$ cat config.mk
export PLATFORM = sky130hd
export DESIGN_NAME = ew_vehicle_detect
export DESIGN_NICKNAME = d
export VERILOG_FILES = /design/src/rtl/tlc_pkg.sv /design/src/rtl/sync_2ff.sv /design/src/rtl/ew_vehicle_detect.sv
export SDC_FILE = /design/constraint.sdc
export NUM_CORES = 1
export LEC_CHECK = 0
export CORE_UTILIZATION = 57
export CTS_CLUSTER_DIAMETER = 30
export DETAILED_ROUTE_END_ITERATION = 16
export PLACE_DENSITY_LB_ADDON = 0.15
export SYNTH_ARGS = -nofsm -noshare
export SYNTH_HDL_FRONTEND = slang
export SYNTH_SLANG_ARGS = --single-unit
$ cat constraint.sdc
create_clock -name i_clk -period 2.7 [get_ports i_clk]
set_clock_uncertainty 0.05 [all_clocks]
set_input_delay 0.405 -clock i_clk [delete_from_list [all_inputs] [get_ports i_clk]]
set_output_delay 0.405 -clock i_clk [all_outputs]
set_load 0.02 [all_outputs]
$ cat src/rtl/tlc_pkg.sv
// Shared definitions for the traffic-light controller: detector state encoding,
// default timing parameters and a small saturating-increment helper.
`timescale 1ns/1ps
package tlc_pkg;

  localparam int DEF_DEBOUNCE    = 4;
  localparam int DEF_HOLD        = 8;
  localparam int DEF_STUCK_LIMIT = 200;

  typedef enum logic [2:0] {
    ST_IDLE      = 3'd0,
    ST_ARMING    = 3'd1,
    ST_PRESENT   = 3'd2,
    ST_RELEASING = 3'd3,
    ST_HOLD      = 3'd4,
    ST_FAULT     = 3'd5
  } det_state_t;

  function automatic logic [7:0] sat_inc8(input logic [7:0] v);
    return (v == 8'hFF) ? v : v + 8'd1;
  endfunction

endpackage

$ cat src/rtl/sync_2ff.sv
// Two-flop synchronizer bringing an asynchronous level into the i_clk domain.
`timescale 1ns/1ps
module sync_2ff (
  input  logic i_clk,
  input  logic i_rst_n,
  input  logic i_d,
  output logic o_q
);

  logic meta_reg;
  logic sync_reg;

  always_ff @(posedge i_clk) begin
    if (!i_rst_n) begin
      meta_reg <= 1'b0;
      sync_reg <= 1'b0;
    end else begin
      meta_reg <= i_d;
      sync_reg <= meta_reg;
    end
  end

  assign o_q = sync_reg;

endmodule

$ cat src/rtl/ew_vehicle_detect.sv
// East-west inductive-loop vehicle detector: debounces the loop, holds demand
// after departure, counts arrivals and declares a fail-safe fault on a stuck loop.
`timescale 1ns/1ps
module ew_vehicle_detect
  import tlc_pkg::*;
#(
  parameter int DEBOUNCE    = DEF_DEBOUNCE,
  parameter int HOLD        = DEF_HOLD,
  parameter int STUCK_LIMIT = DEF_STUCK_LIMIT
) (
  input  logic       i_clk,
  input  logic       i_rst_n,
  input  logic       i_loop_raw,
  input  logic       i_clr_count,
  output logic       o_EW_vd,
  output logic       o_presence,
  output logic       o_fault,
  output logic [7:0] o_veh_count
);

  localparam logic [7:0] DB_LAST    = 8'(DEBOUNCE - 1);
  localparam logic [7:0] HOLD_LAST  = 8'(HOLD - 1);
  localparam logic [7:0] STUCK_LAST = 8'(STUCK_LIMIT - 1);

  det_state_t state_reg, state_next;
  logic [7:0] cnt_reg, cnt_next;
  logic [7:0] stuck_reg, stuck_next;
  logic [7:0] count_reg, count_next;
  logic       vd_reg, vd_next;
  logic       arrive;
  logic       loop_s;

  sync_2ff u_sync (
    .i_clk   (i_clk),
    .i_rst_n (i_rst_n),
    .i_d     (i_loop_raw),
    .o_q     (loop_s)
  );

  always_ff @(posedge i_clk) begin
    if (!i_rst_n) begin
      state_reg <= ST_IDLE;
      cnt_reg   <= 8'd0;
      stuck_reg <= 8'd0;
      count_reg <= 8'd0;
      vd_reg    <= 1'b0;
    end else begin
      state_reg <= state_next;
      cnt_reg   <= cnt_next;
      stuck_reg <= stuck_next;
      count_reg <= count_next;
      vd_reg    <= vd_next;
    end
  end

  always_comb begin
    state_next = state_reg;
    cnt_next   = cnt_reg;
    stuck_next = stuck_reg;
    vd_next    = vd_reg;
    arrive     = 1'b0;
    unique case (state_reg)
      ST_IDLE: begin
        vd_next = 1'b0;
        if (loop_s) begin
          state_next = ST_ARMING;
          cnt_next   = 8'd0;
        end
      end
      ST_ARMING: begin
        if (loop_s) begin
          if (cnt_reg == DB_LAST) begin
            state_next = ST_PRESENT;
            vd_next    = 1'b1;
            stuck_next = 8'd0;
            arrive     = 1'b1;
          end else begin
            cnt_next = cnt_reg + 8'd1;
          end
        end else begin
          // A re-arrival that fails debounce returns to HOLD if demand is still up
          state_next = vd_reg ? ST_HOLD : ST_IDLE;
          cnt_next   = 8'd0;
        end
      end
      ST_PRESENT, ST_RELEASING: begin
        if (stuck_reg == STUCK_LAST) begin
          state_next = ST_FAULT;
          cnt_next   = 8'd0;
          vd_next    = 1'b1;
        end else begin
          stuck_next = stuck_reg + 8'd1;
          if (state_reg == ST_PRESENT) begin
            if (!loop_s) begin
              state_next = ST_RELEASING;
              cnt_next   = 8'd0;
            end
          end else if (loop_s) begin
            state_next = ST_PRESENT;
          end else if (cnt_reg == DB_LAST) begin
            state_next = ST_HOLD;
            cnt_next   = 8'd0;
          end else begin
            cnt_next = cnt_reg + 8'd1;
          end
        end
      end
      ST_HOLD: begin
        if (loop_s) begin
          state_next = ST_ARMING;
          cnt_next   = 8'd0;
        end else if (cnt_reg == HOLD_LAST) begin
          state_next = ST_IDLE;
          cnt_next   = 8'd0;
          vd_next    = 1'b0;
        end else begin
          cnt_next = cnt_reg + 8'd1;
        end
      end
      ST_FAULT: begin
        vd_next = 1'b1;
        if (loop_s) begin
          cnt_next = 8'd0;
        end else if (cnt_reg == DB_LAST) begin
          state_next = ST_HOLD;
          cnt_next   = 8'd0;
        end else begin
          cnt_next = cnt_reg + 8'd1;
        end
      end
      default: begin
        state_next = ST_IDLE;
        cnt_next   = 8'd0;
        vd_next    = 1'b0;
      end
    endcase
  end

  // A clear coinciding with an arrival keeps that arrival
  always_comb begin
    count_next = count_reg;
    if (arrive) begin
      count_next = i_clr_count ? 8'd1 : sat_inc8(count_reg);
    end else if (i_clr_count) begin
      count_next = 8'd0;
    end
  end

  assign o_EW_vd     = vd_reg;
  assign o_presence  = (state_reg == ST_PRESENT) || (state_reg == ST_RELEASING);
  assign o_fault     = (state_reg == ST_FAULT);
  assign o_veh_count = count_reg;

endmodule

==> run metrics <==
total wire length=3860 um; register area share after synthesis=33.6%; Longest Clk Path Bufs=2; die width=58.0 um; number of library cell types mapped by synthesis=55; Pre-antenna DRT Iters=10; Mapped Cells=217; max frequency=392 MHz; CP Class=flop to output port; Core ar.=0.00285 mm2; status=finished, violations left; GR Layer Usage met1=30.6%; Die H=58.0 um; layout cells sized above 1=10.3%; Hold WC Path Type=flop to flop; htree depth=2; # rows=19; met3 GRT Util=6.25%; Mapped Area=0.00179 mm2; Antenna diodes=0; hpwl dp=2790 um; vias in the first global route=1497; most frequent cells in the layout=30 x dfxtp_1, 26 x nor2_1, 19 x nand2_1; Slew HR=55.9%; hold_buf cts=0; postcts setup bufs=0; DRC=1; via total after detailed routing=1623; largest net degree at the start of global routing=17; gr ovfl total=0; die area=0.00336 mm2; Avg Inst Size Synth=8.24 um2; CTS tree=yes; failing checks=DRC; # Max-Cap Violations=0; P&R area growth vs syn=11.5%; leakage=0.660 nW; Max FO, Critical Path=14; VDD IR max=0.233 mV; Final setup viols=0; first-pass GRT wire length=6510 um; routing usage on met2=43.0%; fin nets=238; Final Cycle Share=94.5%; initial antenna violation count=0; Yosys reg bits=30; Post-synth ARST share=0%; Yosys warnings=0; CP endpoint kind=output port; TNS Setup=0 ns; GPL Wtd Cong=0.881; placed cell count=255; Synth Flop Type=dfxtp_1; CTS root buf=clkbuf_4; Via density=6.17; minimum clock period after layout=2.55 ns; Resize count post-CTS=0; WP data arrival=2.10 ns; CP Launch Type=flop; GRT Total Usage=25.2%; post-DR wirelength/cell=14.7 um; I/O pins=15; Pins Over Slew Limit=0; Routed Antenna Nets=0; gr busiest metal=met2; pwr dens=430 mW/mm2; CTS Sinks=30; EDFF count, synth=0; I/O Buffers=14; Initial Util=62.7%; Non-Filler Instances=263; Mapped Nets=224; final hold viol count=0; Worst Tran Pin Value=0.655 ns; worst-skew pair later-pin latency=0.33 ns; Initial DRC Count=97; Inserted Clock Buffers=5; Reg clk slew, reported paths=0.10 ns; RSZ-0062 raised after global routing=no; most common cell after layout, fill and taps aside=dfxtp_1; critical path required time=2.25 ns
per-layer routing:
metal  wire [um]  vias to the layer above
met5           0                        -
met4          36                        0
met3         194                        5
met2        1950                       41
met1        1680                      759
li1            -                      818
worst max-delay path, cell delays in order (launching register included):
cell,delay (ns)
dfxtp_1,0.60
or2b_2,0.38
clkinv_1,0.15
clkdlybuf4s50_1,0.63
stage by stage:
step	instance area (um2)	util (%)	total power [mW]	hold slack, ns	setup slack [ns]
floorplan	1790	-	0.497	0.362	0.770
global placement	1920	67.1	0.508	0.375	0.547
detailed placement	1920	67.1	0.510	0.385	0.518
CTS	1990	69.9	0.863	0.404	0.145
global route	1990	69.9	0.892	0.392	0.0478
finish	1990	69.9	0.857	0.396	0.148
cells by family (layout without fill, tap and decap cells):
group | Yosys count | in the layout | share of synthesized area (%)
adders and majority gates | 3 | 3 | 2.10
muxes | 2 | 2 | 1.12
buffers and inverters | 15 | 30 | 4.97
DFF | 30 | 30 | 33.6
xor gates and xnor gates | 13 | 13 | 6.37
and+or+nand+nor | 110 | 110 | 34.9
AOI/OAI and AO/OA | 44 | 44 | 16.9
worst paths after layout:
path                            depth (start not counted)  slack, ns                       to                       start
worst max-delay path                                    3       0.15               o_presence   state_reg[1]$_SDFFE_PN0P_
worst min-delay path                                    1       0.40    u_sync.o_q$_SDFF_PN0_  u_sync.meta_reg$_SDFF_PN0_
worst max register to register                          6       0.48  cnt_reg[7]$_SDFFE_PN0P_   stuck_reg[0]$_SDFFE_PN0P_
worst min register to register                          1       0.40    u_sync.o_q$_SDFF_PN0_  u_sync.meta_reg$_SDFF_PN0_
synth_stat cells, types with 3 or more instances:
library cell	count	area, um2
dfxtp_1	30	601
nor2_1	26	97.6
nand2_1	19	71.3
a21oi_1	11	55.1
nand3_1	11	55.1
xnor2_1	10	87.6
o21ai_0	9	45.0
a211oi_1	7	52.6
inv_1	5	18.8
nor3_1	5	25.0
nor4_1	5	31.3
clkbuf_1	4	15.0
nor3b_1	4	30.0
and2_1	3	18.8
and3_1	3	18.8
clkbuf_8	3	41.3
ha_1	3	37.5
nand4b_1	3	26.3
o211ai_1	3	22.5
or3_1	3	18.8
or4_1	3	22.5
xor2_1	3	26.3
final cells by class:
type	instances	area, um2
sequential	30	601
timing repair buffer	16	155
clock inverter	3	40.0
tap	31	38.8
multi-input combinational	172	1100
clock buffer	5	37.5
fill	231	860
inverter	6	22.5
where the power goes:
group | internal (mW) | total, mW | switching [mW] | leakage, nW
sequential | 0.445 | 0.451 | 0.00606 | 0.242
clock | 0.192 | 0.357 | 0.165 | 0.0450
combinational | 0.0206 | 0.0483 | 0.0278 | 0.373
total | 0.658 | 0.857 | 0.199 | 0.660
No activity file was read; power rests on OpenSTA's default activity.
